$ cat src/rtl/mips_pkg.sv
// Shared fetch-stage types and constants for the MIPS core.
// Used by instr_fetch and fetch_skid_buf.
package mips_pkg;

    typedef enum logic [1:0] {
        IDLE,
        FETCH,
        FULL,
        DRAIN
    } fetch_state_t;

    localparam logic [31:0] NOP_INSTR    = 32'h0000_0000;
    localparam int          WORD_BYTES   = 4;
    localparam logic [31:0] DEF_RESET_PC = 32'h0000_0000;

endpackage

$ cat src/rtl/instr_fetch_if.sv
// Instruction-memory req/ack bus between fetch (master) and memory (slave).
// Request is held until IM_Ack; IM_RData is valid in the ack cycle.
interface instr_fetch_if #(
    parameter int WL = 32
);

    logic          IM_Req;
    logic [WL-1:0] IM_Addr;
    logic          IM_Ack;
    logic [31:0]   IM_RData;

    modport master (
        output IM_Req,
        output IM_Addr,
        input  IM_Ack,
        input  IM_RData
    );

    modport slave (
        input  IM_Req,
        input  IM_Addr,
        output IM_Ack,
        output IM_RData
    );

endinterface

$ cat src/rtl/fetch_skid_buf.sv
// One-entry {instr, pcplus4} holding register for the fetch stage.
// Flush wins over load, load wins over pop.
module fetch_skid_buf
    import mips_pkg::*;
#(
    parameter int WL = 32
) (
    input  logic          clk,
    input  logic          rst_n,
    input  logic          load,
    input  logic          pop,
    input  logic          flush,
    input  logic [31:0]   instr_in,
    input  logic [WL-1:0] pc4_in,
    output logic [31:0]   instr,
    output logic [WL-1:0] pc4,
    output logic          full
);

    always_ff @(posedge clk or negedge rst_n) begin
        if (!rst_n) begin
            full  <= 1'b0;
            instr <= NOP_INSTR;
            pc4   <= '0;
        end else if (flush) begin
            full <= 1'b0;
        end else if (load) begin
            full  <= 1'b1;
            instr <= instr_in;
            pc4   <= pc4_in;
        end else if (pop) begin
            full <= 1'b0;
        end
    end

endmodule

$ cat src/rtl/instr_fetch.sv
// Fetch stage: owns the PC, fetches over a req/ack bus, one-entry skid.
// Define BRANCH_DELAY_SLOT_EN to keep one delay-slot instruction on Redir.
module instr_fetch
    import mips_pkg::*;
#(
    parameter int            WL       = 32,
    parameter logic [WL-1:0] RESET_PC = WL'(DEF_RESET_PC)
) (
    input  logic          CLK,
    input  logic          RST_N,
    instr_fetch_if.master im,
    input  logic          Stall,
    input  logic          Redir,
    input  logic [WL-1:0] RedirPC,
    output logic [31:0]   Instr,
    output logic [15:0]   Imm,
    output logic [WL-1:0] PCPlus4,
    output logic          Valid
);

    fetch_state_t  state;
    logic [WL-1:0] pc;
    logic [WL-1:0] pc_nxt4;
    logic [WL-1:0] tgt;
    logic          consume;
    logic          acc;
    logic          skid_load;
    logic          skid_pop;
    logic          skid_full;
    logic [31:0]   skid_instr;
    logic [WL-1:0] skid_pc4;
`ifdef BRANCH_DELAY_SLOT_EN
    logic          pend_vld;
    logic [WL-1:0] pend_pc;
`endif

    assign pc_nxt4     = pc + WL'(WORD_BYTES);
    assign tgt         = RedirPC & ~(WL'(3));
    assign im.IM_Req   = (state == FETCH) || (state == DRAIN);
    assign im.IM_Addr  = pc;
    assign Imm         = Instr[15:0];
    assign consume     = Valid && !Stall;
    assign acc         = im.IM_Req && im.IM_Ack;

    assign skid_load = !Redir && (state == FETCH) && acc
                       && Valid && Stall;
    assign skid_pop  = !Redir && (state == FULL) && skid_full
                       && consume;

    fetch_skid_buf #(
        .WL (WL)
    ) u_skid (
        .clk      (CLK),
        .rst_n    (RST_N),
        .load     (skid_load),
        .pop      (skid_pop),
        .flush    (Redir),
        .instr_in (im.IM_RData),
        .pc4_in   (pc_nxt4),
        .instr    (skid_instr),
        .pc4      (skid_pc4),
        .full     (skid_full)
    );

    always_ff @(posedge CLK or negedge RST_N) begin
        if (!RST_N) begin
            state   <= IDLE;
            pc      <= RESET_PC;
            Valid   <= 1'b0;
            Instr   <= NOP_INSTR;
            PCPlus4 <= '0;
`ifdef BRANCH_DELAY_SLOT_EN
            pend_vld <= 1'b0;
            pend_pc  <= '0;
`endif
        end else if (Redir) begin
`ifdef BRANCH_DELAY_SLOT_EN
            // Current output is the slot; otherwise the in-flight word is.
            if (Valid) begin
                Valid    <= Stall;
                pc       <= tgt;
                pend_vld <= 1'b0;
                state    <= (im.IM_Req && !im.IM_Ack) ? DRAIN : FETCH;
            end else if (state == FETCH && acc) begin
                Instr    <= im.IM_RData;
                PCPlus4  <= pc_nxt4;
                Valid    <= 1'b1;
                pc       <= tgt;
                pend_vld <= 1'b0;
            end else if (state == FETCH || state == IDLE) begin
                pend_pc  <= tgt;
                pend_vld <= 1'b1;
                state    <= FETCH;
            end else begin
                pc    <= tgt;
                state <= (im.IM_Req && !im.IM_Ack) ? DRAIN : FETCH;
            end
`else
            Valid <= 1'b0;
            pc    <= tgt;
            state <= (im.IM_Req && !im.IM_Ack) ? DRAIN : FETCH;
`endif
        end else begin
            case (state)
                IDLE: state <= FETCH;
                FETCH: begin
                    if (acc) begin
                        if (Valid && Stall) begin
                            state <= FULL;
                        end else begin
                            Instr   <= im.IM_RData;
                            PCPlus4 <= pc_nxt4;
                            Valid   <= 1'b1;
                        end
`ifdef BRANCH_DELAY_SLOT_EN
                        pc       <= pend_vld ? pend_pc : pc_nxt4;
                        pend_vld <= 1'b0;
`else
                        pc <= pc_nxt4;
`endif
                    end else if (consume) begin
                        Valid <= 1'b0;
                    end
                end
                FULL: begin
                    if (skid_pop) begin
                        Instr   <= skid_instr;
                        PCPlus4 <= skid_pc4;
                        state   <= FETCH;
                    end
                end
                DRAIN: begin
                    if (consume) Valid <= 1'b0;
                    if (im.IM_Ack) state <= FETCH;
                end
                default: state <= IDLE;
            endcase
        end
    end

endmodule
$ cat src/flat_wrapper.sv
// flat-port wrapper written by rule: the top's interface ports become plain ports
module instr_fetch_flat import mips_pkg::*;
#(
    parameter int            WL       = 32,
    parameter logic [WL-1:0] RESET_PC = WL'(DEF_RESET_PC)
)
  (CLK, RST_N, Stall, Redir, RedirPC, Instr, Imm, PCPlus4, Valid, im_IM_Req, im_IM_Addr, im_IM_Ack, im_IM_RData);
  instr_fetch_if #(.WL(WL)) im_i ();
  input  logic CLK;
  input  logic RST_N;
  input  logic Stall;
  input  logic Redir;
  input  logic [WL-1:0] RedirPC;
  output logic [31:0] Instr;
  output logic [15:0] Imm;
  output logic [WL-1:0] PCPlus4;
  output logic Valid;
  output wire logic [$bits(im_i.IM_Req)-1:0] im_IM_Req;
  output wire logic [$bits(im_i.IM_Addr)-1:0] im_IM_Addr;
  input wire logic [$bits(im_i.IM_Ack)-1:0] im_IM_Ack;
  input wire logic [$bits(im_i.IM_RData)-1:0] im_IM_RData;
  assign im_IM_Req = im_i.IM_Req;
  assign im_IM_Addr = im_i.IM_Addr;
  assign im_i.IM_Ack = im_IM_Ack;
  assign im_i.IM_RData = im_IM_RData;
  instr_fetch #(.WL(WL), .RESET_PC(RESET_PC)) u_core (.CLK(CLK), .RST_N(RST_N), .im(im_i), .Stall(Stall), .Redir(Redir), .RedirPC(RedirPC), .Instr(Instr), .Imm(Imm), .PCPlus4(PCPlus4), .Valid(Valid));
endmodule
$ cat config.mk
export PLATFORM = sky130hd
export DESIGN_NAME = instr_fetch_flat
export DESIGN_NICKNAME = d
export VERILOG_FILES = /design/src/rtl/mips_pkg.sv /design/src/rtl/instr_fetch_if.sv /design/src/rtl/fetch_skid_buf.sv /design/src/rtl/instr_fetch.sv /design/src/flat_wrapper.sv
export SDC_FILE = /design/constraint.sdc
export NUM_CORES = 1
export LEC_CHECK = 0
export ABC_AREA = 1
export CAP_MARGIN = 5
export CORE_ASPECT_RATIO = 0.6
export CORE_UTILIZATION = 45
export DETAILED_ROUTE_END_ITERATION = 8
export PLACE_DENSITY = 0.76
export SETUP_SLACK_MARGIN = 0.3
export SLEW_MARGIN = 0
export SYNTH_ARGS = -nofsm -noshare
export SYNTH_HDL_FRONTEND = slang
export SYNTH_SLANG_ARGS = --single-unit
$ cat constraint.sdc
create_clock -name CLK -period 2.72 [get_ports CLK]
set_input_delay 0.272 -clock CLK [delete_from_list [all_inputs] [get_ports CLK]]
set_output_delay 0.272 -clock CLK [all_outputs]
set_load 0.02 [all_outputs]
Word-level counts from Yosys, hierarchy flattened
Cells that the tools add are included.

storage, ports and cells
  ROM bits = 0
  bits of input ports = 69
  flip-flop bits (word level) = 164
  memory bits (writable) = 0
  bits in latches = 0
  memories = 0

cells by class
  bitwise logic cells = 1
  equality and inequality tests = 11
  div/mod/pow operators = 0
  reduce and logical (&&, ||, !) cells = 26
  $mul = 0
  multiplexer cells = 26
  add/sub/neg operators = 1
  shifts and indexed selects = 0
  magnitude comparators = 0

operators with widths
  kind                                                   count
  two-way mux 32 bit                                     9
  one-hot mux 32 bit (2 select lines)                    2
  adder 32 x 3 -> 32 bit, second input constant          1
  two-way mux 2 bit                                      6
  logical AND 1 bit                                      11
  one-hot mux 2 bit (4 select lines)                     1
  two-way mux 1 bit                                      7
  inequality test 3 x 2 -> 1 bit, second input constant  2
  inequality test 3 bit, second input constant           2
  AND reduction 2 bit                                    3
  nonzero test 2 bit                                     3
  nonzero test 3 bit                                     2
  AND reduction 5 bit                                    1
  equality test 2 bit, second input constant             2
  inequality test 2 x 1 -> 1 bit, second input constant  2
  inequality test 4 bit, second input constant           1
  AND reduction 4 bit                                    1
  zero test 1 bit                                        3
  equality test 2 x 1 -> 1 bit, second input constant    1
  zero test 2 bit                                        1
  inequality test 2 bit, second input constant           1
  one-hot mux 1 bit (2 select lines)                     1
  logical OR 1 bit                                       1
  inverter 1 bit                                         1

Longest topological paths before layout
  depth after elaboration = 8
  mapped depth = 10
  gate-level depth less buffers = 10

Cells and area by module
From an unflattened synthesis, not the netlist that was laid out.

second synthesis, totals
  cell total of the unflattened synthesis = 1165
  area, all modules = 8329.2 um^2

modules (own cells, without submodules)
  module          instances  cells an instance  area each (um^2)
  instr_fetch     1          882                5741.8
  fetch_skid_buf  1          283                2587.5

Least setup slack after synthesis
No wires, ideal clock.

  kind = reg2reg
  start = reg u_core.pc[2] (netlist: u_core.im.IM_Addr[2])
  end = reg u_core.u_skid.pc4[22]
  path buffers = 0
  cell stages (with the launch flop) = 11
  data arrival time = 1618 ps
  clock period less this slack = 1749 ps
  library setup time = 131 ps
  path slack = 971 ps
  path through = dfrtp_1 > ha_1 > nand2_1 > nor2_1 > nand2_1 > nor2_1 > nand2_1 > nand2_1 > nand2_1 > nand2_1 > o21ai_0

on the way
  longest elaborated chain between the ends = 1

RTL lines
  what                    RTL line              RTL
  from (decl)             instr_fetch.sv:22     logic [WL-1:0] pc;
  from (signal assigned)  instr_fetch.sv:100    pc <= tgt;
  from (signal assigned)  instr_fetch.sv:119    pc <= pc_nxt4;
  adder 32 x 3 -> 32 bit  instr_fetch.sv:37     assign pc_nxt4 = pc + WL'(WORD_BYTES);
  to (signal assigned)    fetch_skid_buf.sv:30  pc4 <= pc4_in;
  to (decl)               fetch_skid_buf.sv:16  output logic [WL-1:0] pc4,

No other way between the ends.
A chain may end at the register's enable or synchronous reset.

Worst setup path after layout
  start = reg u_core.state[0]
  end = reg u_core.PCPlus4[18]

on the way
  longest elaborated chain between the ends = 6

RTL lines
  what                                      RTL line                               RTL
  from (decl)                               instr_fetch.sv:21                      fetch_state_t state;
  from (signal assigned)                    instr_fetch.sv:101                     state <= (im.IM_Req && !im.IM_Ack) ? DRAIN : FETCH;
  equality test 2 bit                       instr_fetch.sv:47, instr_fetch.sv:104
  logical AND 1 bit (2 in a row)            instr_fetch.sv:47                      assign skid_pop = !Redir && (state == FULL) && skid_full
  logical AND 1 bit                         instr_fetch.sv:48                      && consume;
  inequality test 2 x 1 -> 1 bit (no line)  n/a
  AND reduction 5 bit (no line)             n/a
  to (signal assigned)                      instr_fetch.sv:112                     PCPlus4 <= pc_nxt4;
  to (signal assigned)                      instr_fetch.sv:128                     PCPlus4 <= skid_pc4;
  to (decl)                                 instr_fetch.sv:17                      output logic [WL-1:0] PCPlus4,

Several ways; a longest one is shown, not always the timed one.

==> reports/metrics.yaml <==
pwr:
  power.internal_mw: 6.563
  max-vdd-ir-drop_uv: 577.5
  swShare_pct: 40.79
  seqPwrFrac_pct: 35.9
  power_frac_clock_pct: 22.3
  comb_power_share_pct: 41.8
  power_density_nw_per_um2: 1081
  finalPower_mw: 11.08
  power_switching_mw: 4.520
  p_leak_nw: 5.008
clocking:
  clk_pin_slew_worst_paths_ns: 0.07
  htreeDepth: 4
  cts_made_buffers: 17
  clk_latency_ns: 0.43
  cts_max_path_buffers: 2
  cts.sinks: 158
  cts-root-buf: "clkbuf_16"
  cts_tree: "built"
  postCtsSetupRepairBufs: 0
sta:
  max_freq_mhz: 452.1
  fin_crit_sh_pct: 81.32
  worst_slew_pin_slew_ns: 1.097
  finClkSkew_ns: 0.01472
  hold_viol: 0
  fin_tns_setup_ns: 0
  fin_crit_ns: 2.212
  slew_viol_final: 0
  maxSlewHeadroom_pct: 26.77
  setup-violations-final: 0
  rsz0062_at_grt: "false"
critical_path:
  path_max_fanout: 41
  worstPathCellList: "nor2_4 > a21oi_1 > nand2_4 > buf_4 > nor2_1 > nand2_1 > nand2_1"
  max_stage_delay_ns: 0.47
  endpoint_kind: "flop"
  setup.worst_path.class: "flop to flop"
  path_common_cell: "nand2_1"
  arrival_ns: 2.53
  startpoint_type: "flop"
  cp_slowest_cell: "dfrtp_1"
  cp.required_ns: 3.04
routing:
  routed_via_density: 5.167
  ant_nets: 0
  drcViolationCount: 0
  dr_total_vias: 7317
  drt-pass1-iter-count: 7
  drtIter0Drc: 757
  wl_mm: 22.80
  wl_per_cell_um: 16.10
cells_and_area:
  seqCellArea_um2: 3954
  antenna_cells: 0
  fin_util_pct: 61.84
  finalNonFillerCells: 1416
  drive_gt1_share_pct: 4.461
  multi_input_area_um2: 3271
  final_nets: 1245
  areaGrowthSynthToFinish_pct: 31.64
  fillCellCount: 1510
global_routing:
  grt_pass1_wl_mm: 36.77
  grt_usage_pct: 26.94
  antenna_found_initial: 0
  grt-ovfl-total: 0
  grt_pass1_vias: 6873
  grt_max_degree: 77
logic_synthesis:
  synth_edf_count: 0
  synth_cell_types: 29
  ys.flop_type: "dfrtp_1"
  synthCells: 1030
  synthArstFlopShare_pct: 100.0
  synth-seq-cells: 158
  ys_seq_area_share_pct: 50.78
  ys_warn_count: 0
  synth_area_um2: 7786
  avgSynthCellArea_um2: 7.559
floorplan:
  start_util_pct: 46.97
  die_h_um: 103.9
  core_area_um2: 16580
  die_x_um: 171.8
  rows: 36
  num_io_pins: 183
  die_area_um2: 17850
placed_design:
  hpwl_mm: 15.95
  dp_cells: 1383
  io_buffer_count: 176
  gp_congestion: 0.9236
min_path:
  hold_class: "input port to async pin"
job:
  maxCapViolCount: 0
status:
  status: "completed"
path summary, 6_finish.rpt:
| kind | depth (start not counted) | start | slack [ns] | to |
|---|---|---|---|---|
| min | 2 | RST_N | 0.39 | u_core.Instr[20]$_DFFE_PN0P_ |
| min reg2reg | 2 | u_core.u_skid.instr[19]$_DFFE_PN0P_ | 0.47 | u_core.u_skid.instr[19]$_DFFE_PN0P_ |
| min in group CLK | 3 | im_IM_RData[23] | 0.41 | u_core.u_skid.instr[23]$_DFFE_PN0P_ |
| max in group asynchronous | 3 | RST_N | 1.63 | u_core.PCPlus4[8]$_DFFE_PN0P_ |
| max | 7 | u_core.state[0]$_DFFE_PN0P_ | 0.51 | u_core.PCPlus4[18]$_DFFE_PN0P_ |
| max reg2reg | 7 | u_core.state[0]$_DFFE_PN0P_ | 0.51 | u_core.PCPlus4[18]$_DFFE_PN0P_ |
through the flow:
stage / hold WS, ns / setup slack, ns / cell area (µm²)
after floorplan: -0.02359 / 0.9715 / 7797
after global placement: 0.2908 / 0.4964 / 9632
after detailed placement: 0.2908 / 0.4972 / 9632
after CTS: 0.3954 / 0.4953 / 10250
after global routing: 0.4095 / 0.3023 / 10250
final: 0.3876 / 0.5080 / 10250
area by class of cell:
type | count | share of cell area, %
clock inverter | 15 | 1.782
inverter | 61 | 2.234
sequential | 158 | 38.57
clock buffer | 17 | 4.150
multi-input combinational | 746 | 31.91
tap | 228 | 2.783
timing repair buffer | 191 | 18.57
critical path: cells and delay by family (launching register included):
kind	cells	cell delay, ns
simple gates	5	0.99
flops	1	0.47
compound gates	1	0.18
buf+inv	1	0.45
cells by family (layout without fill, tap and decap cells):
group,Yosys count,in the layout,share of synthesized area [%]
and+or+nand+nor,612,612,30.89
DFF,158,158,50.78
buffers and inverters,129,284,7.520
AOI/OAI and AO/OA,121,121,9.706
xor gates and xnor gates,8,8,0.8999
adders and majority gates,1,1,0.1607
other,1,4,0.04816
synth_stat cells, types with 12 or more instances:
| library cell | number | area, µm² |
|---|---|---|
| dfrtp_1 | 158 | 3954 |
| buf_2 | 21 | 105.1 |
| buf_4 | 20 | 150.1 |
| o31ai_1 | 35 | 262.8 |
| a21oi_1 | 17 | 85.08 |
| nor2_1 | 133 | 499.2 |
| o211ai_1 | 12 | 90.09 |
| nand3_1 | 57 | 285.3 |
| clkbuf_1 | 24 | 90.09 |
| inv_1 | 57 | 214.0 |
| o21ai_1 | 14 | 70.07 |
| nand2_1 | 411 | 1543 |
| o21ai_0 | 32 | 160.2 |
metal layers:
metal / GRT usage, % / wire (µm)
met2: 35.92 / 9134
met4: 7.965 / 273
met5: 0 / 0
met1: 42.04 / 10970
met3: 7.192 / 2420
registers in the layout, indices dropped and copies added, names as in the netlist:
| signal | count |
|---|---|
| u_core.im.IM_Addr | 30 |
| u_core.u_skid.full | 1 |
| u_core.u_skid.pc4 | 30 |
| u_core.state | 2 |
| u_core.Valid | 1 |
| u_core.u_skid.instr | 32 |
| u_core.PCPlus4 | 30 |
| u_core.Instr | 32 |
power groups by stage:
stage / clock (mW) / sequential [mW] / combinational, mW
after floorplan: 0 / 4.49 / 2.13
after global placement: 0 / 3.97 / 4.51
after detailed placement: 0 / 4.00 / 4.62
after CTS: 2.50 / 3.96 / 4.64
after global routing: 2.60 / 4.10 / 5.08
final: 2.48 / 3.98 / 4.63
cell usage in the layout (no fill, tap or decap), types with 2 or more instances in the layout:
cell,instances
clkbuf_16,17
nand3_1,57
o21bai_1,6
a22o_1,2
o21ai_1,14
o21ai_0,32
xor2_1,6
inv_6,4
nor3_1,2
nand2_1,410
nor2_1,133
clkinv_4,2
inv_1,57
dfrtp_1,158
inv_2,3
xnor2_1,2
buf_12,2
buf_4,12
a21oi_1,17
and2_1,6
clkdlybuf4s50_1,175
inv_8,6
o31ai_1,35
o221ai_1,2
o211ai_1,12
clkinv_8,2
conb_1,4
repair_timing:
action | CTS | global route
endpoints found under the hold margin | 57 | 0
hold buffers | 1 | 0
resized for setup | 0 | 0
Note: power is estimated with default switching activity, not from simulation.
